**config.mk**
```make
export PLATFORM = sky130hd
export DESIGN_NAME = seq_pattern_tx
export DESIGN_NICKNAME = d
export VERILOG_FILES = /design/src/rtl/seq_tx_pkg.sv /design/src/rtl/seq_tx_shifter.sv /design/src/rtl/seq_pattern_tx.sv
export SDC_FILE = /design/constraint.sdc
export NUM_CORES = 1
export LEC_CHECK = 0
export ABC_AREA = 1
export CAP_MARGIN = 20
export CORE_MARGIN = 3
export CORE_UTILIZATION = 50
export DETAILED_ROUTE_END_ITERATION = 10
export MAX_ROUTING_LAYER = met4
export PLACE_DENSITY = 0.85
export SLEW_MARGIN = 10
export SYNTH_ARGS = -nofsm -noshare
export SYNTH_HDL_FRONTEND = slang
export SYNTH_HIERARCHICAL = 1
export SYNTH_SLANG_ARGS = --single-unit
```
**constraint.sdc**
```tcl
create_clock -name clk -period 1.6 [get_ports clk]
set_clock_uncertainty 0.05 [all_clocks]
set_input_delay 0.16 -clock clk [delete_from_list [all_inputs] [get_ports clk]]
set_output_delay 0.16 -clock clk [all_outputs]
set_load 0.1 [all_outputs]
```
**src/rtl/seq_tx_pkg.sv**
```systemverilog
// Shared types and constants for the 10110 sync-pattern serial frame transmitter.
// The PAR state is only present when SEQ_TX_PARITY_EN is defined.
package seq_tx_pkg;

    localparam int SYNC_LEN = 5;
    localparam logic [SYNC_LEN-1:0] SYNC_PATTERN = 5'b10110;

    typedef enum logic [2:0] {
        IDLE = 3'd0,
        SYNC = 3'd1,
        DATA = 3'd2,
        DONE = 3'd3
`ifdef SEQ_TX_PARITY_EN
        ,
        PAR  = 3'd4
`endif
    } state_e;

    // Bit counter must hold DATA_W and still index the 5 sync bits.
    function automatic int cnt_width(input int w);
        return ($clog2(w + 1) < 3) ? 3 : $clog2(w + 1);
    endfunction

endpackage

```
**src/rtl/seq_tx_shifter.sv**
```systemverilog
// Loadable left-shift register presenting its MSB; carries the frame payload.
module seq_tx_shifter #(
    parameter int W = 8
) (
    input  logic         clk,
    input  logic         rst,
    input  logic         load_i,
    input  logic [W-1:0] load_val_i,
    input  logic         shift_i,
    output logic         msb_o
);

    logic [W-1:0] shreg_q;

    always_ff @(posedge clk or posedge rst) begin
        if (rst) begin
            shreg_q <= '0;
        end else if (load_i) begin
            shreg_q <= load_val_i;
        end else if (shift_i) begin
            shreg_q <= shreg_q << 1;
        end
    end

    assign msb_o = shreg_q[W-1];

endmodule

```
**src/rtl/seq_pattern_tx.sv**
```systemverilog
// Serial frame transmitter: sync pattern 10110, DATA_W-bit payload MSB first,
// and an even-parity bit when SEQ_TX_PARITY_EN is defined. All outputs registered.
module seq_pattern_tx
    import seq_tx_pkg::*;
#(
    parameter int DATA_W = 8
) (
    input  logic              clk,
    input  logic              rst,
    input  logic              start,
    input  logic [DATA_W-1:0] data,
    output logic              j_out,
    output logic              busy,
    output logic              done
);

    localparam int CNT_W = cnt_width(DATA_W);
    localparam logic [CNT_W-1:0] SYNC_LAST = CNT_W'(SYNC_LEN - 1);
    localparam logic [CNT_W-1:0] DATA_LAST = CNT_W'(DATA_W - 1);

    state_e           state_q;
    logic [CNT_W-1:0] cnt_q;
    logic             j_out_q;
    logic             busy_q;
    logic             done_q;

    logic             load;
    logic             shift;
    logic             shreg_msb;
    logic [2:0]       sync_idx;

    always_comb begin
        // NOTE: every signal gets a default before the case so no path leaves it unassigned (no latch).
        load     = 1'b0;
        shift    = 1'b0;
        sync_idx = 3'(SYNC_LEN - 2) - cnt_q[2:0];
        case (state_q)
            IDLE, DONE: load  = start;
            SYNC:       shift = (cnt_q == SYNC_LAST);
            DATA:       shift = 1'b1;
            default:    ;
        endcase
    end

    seq_tx_shifter #(
        .W(DATA_W)
    ) u_shifter (
        .clk        (clk),
        .rst        (rst),
        .load_i     (load),
        .load_val_i (data),
        .shift_i    (shift),
        .msb_o      (shreg_msb)
    );

`ifdef SEQ_TX_PARITY_EN
    logic parity_q;

    always_ff @(posedge clk or posedge rst) begin
        if (rst) begin
            parity_q <= 1'b0;
        end else if (load) begin
            parity_q <= ^data;
        end
    end
`endif

    // Outputs are computed for the state being entered, so j_out is valid the cycle after the edge.
    always_ff @(posedge clk or posedge rst) begin
        if (rst) begin
            state_q <= IDLE;
            cnt_q   <= '0;
            j_out_q <= 1'b0;
            busy_q  <= 1'b0;
            done_q  <= 1'b0;
        end else begin
            // NOTE: non-blocking assignments throughout, so every branch reads pre-edge register values.
            done_q <= 1'b0;
            case (state_q)
                IDLE, DONE: begin
                    state_q <= IDLE;
                    cnt_q   <= '0;
                    j_out_q <= 1'b0;
                    busy_q  <= 1'b0;
                    if (start) begin
                        state_q <= SYNC;
                        j_out_q <= SYNC_PATTERN[SYNC_LEN-1];
                        busy_q  <= 1'b1;
                    end
                end
                SYNC: begin
                    if (cnt_q == SYNC_LAST) begin
                        state_q <= DATA;
                        cnt_q   <= '0;
                        j_out_q <= shreg_msb;
                    end else begin
                        cnt_q   <= cnt_q + CNT_W'(1);
                        j_out_q <= SYNC_PATTERN[sync_idx];
                    end
                end
                DATA: begin
                    if (cnt_q == DATA_LAST) begin
                        cnt_q <= '0;
`ifdef SEQ_TX_PARITY_EN
                        state_q <= PAR;
                        j_out_q <= parity_q;
`else
                        state_q <= DONE;
                        j_out_q <= 1'b0;
                        busy_q  <= 1'b0;
                        done_q  <= 1'b1;
`endif
                    end else begin
                        cnt_q   <= cnt_q + CNT_W'(1);
                        j_out_q <= shreg_msb;
                    end
                end
`ifdef SEQ_TX_PARITY_EN
                PAR: begin
                    state_q <= DONE;
                    j_out_q <= 1'b0;
                    busy_q  <= 1'b0;
                    done_q  <= 1'b1;
                end
`endif
                default: begin
                    state_q <= IDLE;
                    cnt_q   <= '0;
                    j_out_q <= 1'b0;
                    busy_q  <= 1'b0;
                end
            endcase
        end
    end

    assign j_out = j_out_q;
    assign busy  = busy_q;
    assign done  = done_q;

endmodule
```
Word level (Yosys, flattened, before mapping)
Memory sizes are Yosys's and may differ from the RTL's.
Cells that the tools add are included.
Widths: inputs -> output; s select.
{"block": "word_totals", "elab_cells": 43, "rom_bits": 8, "ff_bits": 18, "memories": 1, "input_bits": 11}
{"block": "classes", "n_reduce_logical": 5, "mux": 20, "add_sub_neg": 2, "n_eq_ne": 7, "n_bitwise": 1, "order_cmp": 1}
{"name": "(no name shown)", "words": 8, "word_bits": 1, "read_ports": 1, "rd_ports_with_merged_regs": 0, "wr": 0, "line": "seq_pattern_tx.sv:98", "source": "j_out_q <= SYNC_PATTERN[sync_idx];"}
{"cell": "$mux 8", "count": 2}
{"cell": "$mux 1", "count": 9}
{"cell": "$pmux 3 s3", "count": 1}
{"cell": "$eq 4x3->1 const B", "count": 2}
{"cell": "$mux 4", "count": 2}
{"cell": "$pmux 4 s2", "count": 1}
{"cell": "$eq 3x2->1 const B", "count": 2}
{"cell": "$mux 3", "count": 2}
{"cell": "$pmux 1 s3", "count": 2}
{"cell": "$add 4x1->4 const B", "count": 1}
{"cell": "$lt 3x4->1 const B", "count": 1}
{"cell": "$ne 2x2->1 const B", "count": 2}
{"cell": "$reduce_and 2->1", "count": 2}
{"cell": "$eq 3x1->1 const B", "count": 1}
{"cell": "$logic_not 3->1", "count": 1}
{"cell": "$sub 2x3->3 const A", "count": 1}
{"cell": "$pmux 1 s2", "count": 1}
{"cell": "$reduce_bool 2->1", "count": 1}
{"cell": "$reduce_or 2->1", "count": 1}
{"cell": "$not 1->1", "count": 1}

Longest topological paths before layout
Gate-level depths: netlist (run 1).
{"block": "logic_depth", "word_depth": 5, "ltp_mapped": 8, "depth_no_buf": 8}

By module
Netlist (run 1), hierarchy kept.
{"module": "seq_pattern_tx", "cells_per_inst": 66, "instances": 1, "area_each_um2": 541.8, "seq_area_each_um2": 225.2}
{"module": "seq_tx_shifter", "cells_per_inst": 44, "instances": 1, "area_each_um2": 380.4, "seq_area_each_um2": 200.2}

Worst setup path after synthesis (run 1)
OpenSTA, ideal clock, no wires.
{"block": "synth_timing", "path_kind": "register to register", "start": "register state_q[1]", "end": "register u_shifter.shreg_q[1]", "path_slack_ns": 0.199, "period_less_slack_ns": 1.401, "setup_ns": 0.124, "required_time_ns": 1.426, "path_stages_with_launch": 9, "arrival_time_ns": 1.227, "n_path_buf": 1, "cell_sequence": "dfrtp_1 -> inv_1 -> ha_1 -> nand4_1 -> a21oi_1 -> buf_4 -> nor2_8 -> nand2_1 -> nand3_1"}
{"block": "synth_between", "elab_cells_between_ends": 9, "cone_classes": "3 x eq/ne; 3 x mux; 3 x reduce/logical"}
{"element": "start: declaration", "line": "seq_pattern_tx.sv:21", "source": "state_e state_q;"}
{"element": "start signal: assignment", "line": "seq_pattern_tx.sv:71", "source": "state_q <= IDLE;"}
{"element": "start signal: assignment", "line": "seq_pattern_tx.sv:81", "source": "state_q <= IDLE;"}
{"element": "start signal: assignment", "line": "seq_pattern_tx.sv:86", "source": "state_q <= SYNC;"}
{"element": "$eq 3x2->1 or $eq 3x1->1 (tied branches)", "line": "seq_pattern_tx.sv:37", "source": "case (state_q)"}
{"element": "$pmux 1 s2 (*)", "line": "seq_pattern_tx.sv:37"}
{"element": "via shift", "line": "seq_pattern_tx.sv:28", "source": "logic shift;"}
{"element": "$reduce_bool 2->1 (no line) (*)"}
{"element": "end signal: assignment", "line": "seq_tx_shifter.sv:19", "source": "shreg_q <= load_val_i;"}
{"element": "end signal: assignment", "line": "seq_tx_shifter.sv:21", "source": "shreg_q <= shreg_q << 1;"}
{"element": "end: declaration", "line": "seq_tx_shifter.sv:13", "source": "logic [W-1:0] shreg_q;"}
The timed path passes the listed nets; every way through them passes the cells marked *.
A chain may end at the register's enable or synchronous reset.

Worst setup path after layout (run 1)
{"block": "layout_timing", "start": "register state_q[1]", "end": "register u_shifter.shreg_q[7]"}
{"block": "layout_between", "elab_chain_len": 4, "elab_cells_between_ends": 9, "cone_classes": "3 x eq/ne; 3 x mux; 3 x reduce/logical"}
{"element": "$eq 3x2->1 or $logic_not 3->1 (tied branches)", "line": "seq_pattern_tx.sv:37"}
{"element": "$reduce_or 2->1 (*)", "line": "seq_pattern_tx.sv:37"}
{"element": "$mux 1 (*)", "line": "seq_pattern_tx.sv:37"}
{"element": "via load", "line": "seq_pattern_tx.sv:27", "source": "logic load;"}
{"element": "$mux 8 or $reduce_bool 2->1 (tied branches)"}
Marks and branches as above.

==> results of run 1 <==
==> synth_stat cells (2+ instances only) <==
library cell,instances,area share
nand2_1,34,0.14
inv_1,13,0.053
a21oi_1,3,0.016
nand4_1,2,0.014
inv_2,3,0.012
ha_1,4,0.054
nor2_1,4,0.016
nand3_1,20,0.11
nand2_4,3,0.037
dfrtp_1,17,0.46
buf_6,2,0.024
==> per-layer routing <==
layer	global-route usage	vias up	wire length, microns
li1	-	393	-
met4	0.0569	0	29
met3	0.0703	4	152
met5	-	-	0
met2	0.258	31	992
met1	0.214	393	855
==> sequential cells by signal (all words and copies together) (netlist names) <==
name and flops:
done 1, u_shifter/shreg_q 8, state_q 2, j_out 1
busy 1, cnt_q 4
==> area by class of cell <==
| type | count | area, sq um | share of cell area |
|---|---|---|---|
| clock buffers | 4 | 26.3 | 0.0219 |
| flip-flops and latches | 17 | 425 | 0.355 |
| well taps | 24 | 30.0 | 0.0251 |
| inverters | 16 | 60.1 | 0.0501 |
| repair buffers | 22 | 231 | 0.193 |
| multi-input cells | 74 | 425 | 0.355 |
==> cell families after synthesis <==
| logic type | after synthesis |
|---|---|
| compound gates | 4 |
| fa+ha+maj | 4 |
| buf+inv | 19 |
| flops | 17 |
| simple gates | 66 |
==> critical path, cell delays in order (launching register included) <==
cell and delay [ps]:
dfrtp_1 390, buf_4 150, ha_4 280, nand2_1 100, inv_2 160, buf_4 180
nand2_1 70, nand3_1 80
==> power groups by stage <==
stage               combinational [uW]  sequential (uW)  clock [uW]
CTS                               1220              703         235
global route                      1510              716         249
finish                            1370              703         219
global placement                  1170              702           0
floorplan                          779              831           0
detailed placement                1210              711           0
==> what timing repair did <==
action	4_1_cts	5_1_grt
resized for setup	0	6
buffers inserted	0	5
endpoints found under the setup margin	0	9
hold endpoints to repair	0	0
hold buffers	0	0
==> cells in the final DEF, fill, tap and decap left out <==
| cell type | netlist | layout |
|---|---|---|
| o21ai_0 | 1 | 1 |
| nand4_1 | 2 | 2 |
| inv_2 | 3 | 5 |
| nor2_1 | 4 | 4 |
| a21oi_1 | 3 | 2 |
| nand3_2 | 1 | 1 |
| clkdlybuf4s50_1 | 0 | 10 |
| ha_1 | 4 | 2 |
| buf_4 | 1 | 8 |
| clkbuf_1 | 0 | 1 |
| ha_4 | 0 | 1 |
| nand3_4 | 1 | 1 |
| inv_1 | 13 | 11 |
| ha_2 | 0 | 1 |
| buf_12 | 0 | 3 |
| a21oi_2 | 0 | 1 |
| buf_6 | 2 | 1 |
| nand2_1 | 34 | 34 |
| dfrtp_1 | 17 | 17 |
| nand3_1 | 20 | 20 |
| nor2_8 | 1 | 1 |
| nand2_4 | 3 | 3 |
| clkbuf_4 | 0 | 3 |
==> final timing paths <==
check                                            end  slack [ps]  depth (start not counted)
worst max-delay path            u_shifter/shreg_q[7]          60                          7
worst min-delay path            u_shifter/shreg_q[5]         100                          2
worst max register to register  u_shifter/shreg_q[7]          60                          7
worst min register to register  u_shifter/shreg_q[2]         450                          2
max in group asynchronous                 state_q[1]        1120                          2
min in group clk                u_shifter/shreg_q[4]         390                          3
==> through the flow <==
| step | total power, uW | area [sq um] | utilization | worst slack (ps) | setup TNS (ps) |
|---|---|---|---|---|---|
| 2_1_floorplan | 1610 | 922 | - | 199 | 0 |
| 3_3_place_gp | 1870 | 1110 | 0.690 | 122 | 0 |
| 3_5_place_dp | 1920 | 1110 | 0.690 | 61.3 | 0 |
| 4_1_cts | 2160 | 1140 | 0.707 | 28.7 | 0 |
| 5_1_grt | 2470 | 1200 | 0.744 | -7.44 | -12.2 |
| 6_report | 2300 | 1200 | 0.744 | 64.8 | 0 |
==> impl_metrics.tcl, run 1 <==
set metrics [dict create \
    vias 821 \
    area_growth_pct 30.0 \
    crit_required_ps 1770 \
    syn_area_sq_um 922 \
    synth_compound_area_frac 0.0217 \
    synth-xor-area-share 0 \
    run_status "finished, final reports clean" \
    power_switching_uw 1060 \
    drt_iter0_markers 36 \
    clockPowerShare 0.096 \
    portBuffers 13 \
    grt_pass1_wl_microns 3160 \
    ys_warn_count 6 \
    die_h_microns 48.9 \
    swShare 0.462 \
    worst_hold_slack_ps 100 \
    dp_cells 148 \
    leakage_uw 0.000599 \
    cts_tree "done" \
    worstPathArrival_ps 1710 \
    ys.flop_type "dfrtp_1" \
    yosys.area_share.simple 0.365 \
    intPower_uw 1240 \
    die-area_sq_um 2400 \
    grt_start_max_net_pins 10 \
    drv_cap 0 \
    relSlewSlack 0.758 \
    gp_congestion 0.896 \
    dp_hpwl_microns 1390 \
    drive_gt1_frac 0.218 \
    synthMuxAreaShare 0 \
    h-tree-depth 1 \
    fillers 102 \
    synthArstFlopShare 1.00 \
    synth-seq-area-share 0.461 \
    synth_edf_count 0 \
    synth_seq_cells 17 \
    avgSynthCellArea_sq_um 8.38 \
    tightest_slew_ps 362 \
    fmax_mhz 651 \
    grtUsageTotal 0.174 \
    final_cells 157 \
    antenna_found_initial 0 \
    cts_sinks 17 \
    ir_drop_mv 1.44 \
    core_area_sq_um 1610 \
    syn_inst 110 \
    drtPass1Iterations 4 \
    overflow 0 \
    cp-end-kind "flop" \
    cts_made_buffers 3 \
    worst-path-max-fanout 7 \
    ant_nets 0 \
    path_clk_slew_ps 90 \
    syn_nets 125 \
    critical_path_class "reg2reg" \
    antenna_cells 0 \
    drv_slew 0 \
    avgViaCountPerCell 5.23 \
    die_x_microns 48.9 \
    ios 14 \
    period_needed_ps 1540 \
    row_count 14 \
    root_buffer "clkbuf_4" \
    cp-start-kind "flop" \
    startpoint "state_q[1]" \
    post_drt_wl_per_cell_microns 12.9 \
    finalCritPeriodShare 0.960 \
    nets 149 \
    synth_top_family_by_area "simple AND/OR/NAND/NOR gates" \
    wl_microns 2030 \
    hp-class "in2async" \
    ys_types 16 \
    clkLatencyLatePin_ps 280 \
    initial_core_util 0.572 \
    power_frac_comb 0.598 \
    setup_viol 0 \
    synthAdderAreaFrac 0.0543 \
    first_global_vias 743 \
    clock_path_buffers 2 \
    p_per_area_nw_per_um2 1920 \
    r2r-start "state_q[1]" \
    hold_violations 0 \
    drc 0 \
    seq_power_share 0.306 \
]
No activity file was read; power rests on OpenSTA's default activity.
==> run 2, diff against run 1 <==
Settings changed: CAP_MARGIN 20 to not set, GPL_TIMING_DRIVEN set to 1.
==> results of run 2 <==
Final layout, timing and power as in run 1 (identical DEF).
==> run 3, diff against run 2 <==
Settings changed: CELL_PAD_IN_SITES_DETAIL_PLACEMENT set to 1, CELL_PAD_IN_SITES_GLOBAL_PLACEMENT set to 2, CORE_UTILIZATION 50 to 31, PLACE_DENSITY 0.85 to 0.87.
==> run 3 against run 2 <==
  * Routed wire length up 2.7%
  * Cell area fell by 0.94%
  * Final cell count grew 3.8%
  * Flip-flop and latch count unchanged
  * Setup slack better by 34 ps
  * Clock-buffer cell count unchanged
  * Utilization fell by 32 points
  * Global-route usage fell by 4.0 points
  * Critical path type unchanged
  * Highest routed layer unchanged
==> impl_metrics.tcl, run 3 (synthesis results as in run 1) <==
set metrics [dict create \
    finalCritPeriodShare 0.938 \
    worst-path-max-fanout 7 \
    initial_core_util 0.329 \
    cts_made_buffers 3 \
    ios 14 \
    ir_drop_mv 0.906 \
    cp-start-kind "flop" \
    utilization 0.423 \
    first_global_vias 772 \
    crit_required_ps 1730 \
    die_x_microns 60.5 \
    overflow 0 \
    die_h_microns 60.5 \
    reg2reg_depth 7 \
    tightest_slew_ps 387 \
    fillers 349 \
    run_status "finished, final reports clean" \
    grt_start_max_net_pins 10 \
    dp_hpwl_microns 1640 \
    clock_path_buffers 2 \
    relSlewSlack 0.741 \
    root_buffer "clkbuf_4" \
    wl_met2_microns 1060 \
    antenna_found_initial 0 \
    nets 148 \
    die-area_sq_um 3670 \
    p_total_uw 2280 \
    drc 0 \
    top_register "u_shifter/shreg_q" \
    core_area_sq_um 2810 \
    dr_wl_met3_microns 88 \
    r2r-start "state_q[0]" \
    wl_microns 2090 \
    antenna_cells 0 \
    p_per_area_nw_per_um2 1920 \
    drive_gt1_frac 0.197 \
    top_regs "u_shifter/shreg_q x8, cnt_q x4, state_q x2" \
    grt_pass1_wl_microns 3490 \
    final_cell_mix "34 x nand2_1, 20 x nand3_1, 17 x dfrtp_1" \
    cts_tree "done" \
    grtUsageTotal 0.134 \
    row_count 19 \
    fmax_mhz 666 \
    hp-class "in2async" \
    ant_nets 0 \
    largest_reg_flops 8 \
    worstPathArrival_ps 1640 \
    path_clk_slew_ps 110 \
    post_drt_wl_per_cell_microns 12.8 \
    place_ws_ps 24.8 \
    setup_viol 0 \
    critical_path_class "reg2reg" \
    reg2reg_to "u_shifter/shreg_q[6]" \
    drt_iter0_markers 6 \
    portBuffers 13 \
    cts_sinks 17 \
    area_growth_pct 28.8 \
    vias 784 \
    h-tree-depth 1 \
    worst_hold_slack_ps 69.4 \
    cp-end-kind "flop" \
    avgViaCountPerCell 4.81 \
    clkLatencyLatePin_ps 300 \
    final_common_cell "nand2_1" \
    setup_slack_ps 99.1 \
    period_needed_ps 1500 \
    drv_slew 0 \
    drv_cap 0 \
    drtPass1Iterations 4 \
    leakage_uw 0.000594 \
    met1_length_microns 904 \
    dr.max_layer_used "met4" \
    gp_congestion 0.759 \
    hold_violations 0 \
    rrSetupSlack_ps 100 \
]
-- run 3: how the worst max path moves through the flow --
stage	start	to	slack, ps	cells past startpoint
after floorplan	state_q[1]	u_shifter/shreg_q[1]	200	8
after global placement	state_q[0]	u_shifter/shreg_q[6]	40	7
after detailed placement	state_q[0]	u_shifter/shreg_q[5]	20	7
after CTS	state_q[0]	u_shifter/shreg_q[7]	40	8
after global routing	state_q[0]	u_shifter/shreg_q[5]	-5	7
final	state_q[0]	u_shifter/shreg_q[6]	100	7
-- run 3: metrics by stage --
| step | setup TNS [ps] | area, sq um | cells |
|---|---|---|---|
| 3_5_place_dp | 0 | 1130 | 156 |
| 3_3_place_gp | 0 | 1130 | 156 |
| 5_1_grt | -5.04 | 1190 | 163 |
| 4_1_cts | 0 | 1150 | 160 |
| 2_1_floorplan | 0 | 922 | 110 |
| 6_report | 0 | 1190 | 163 |
-- run 3: layer usage --
metal  vias to the layer above  GRT usage
li1                        390          -
met1                       375      0.145
met2                        15      0.233
met3                         4     0.0383
met4                         0     0.0464
met5                         -          -
-- run 3: worst max-delay path, cell delays in order, from the launching register on --
cell	delay, ps
dfrtp_1	410
inv_1	70
ha_2	300
nand2_1	130
inv_2	100
buf_4	170
nand2_1	70
nand3_1	80
-- run 3: what timing repair did --
action	4_1_cts	5_1_grt
endpoints found under the setup margin	8	9
setup buffers	0	3
gates resized for setup	1	3
hold buffers	0	0
-- run 3: power breakdown --
group	internal (uW)	leakage (uW)	switching (uW)
clock network	97.3	0.0000150	145
logic	527	0.000360	813
registers	595	0.000219	102
total	1220	0.000594	1060
-- run 3: area by class of cell --
cell class,count,area [sq um],share of cell area
flip-flops and latches,17,425,0.358
multi-input cells,74,413,0.348
repair buffers,21,224,0.189
inverters,16,60.1,0.0506
well taps,31,38.8,0.0327
clock buffers,4,26.3,0.0221
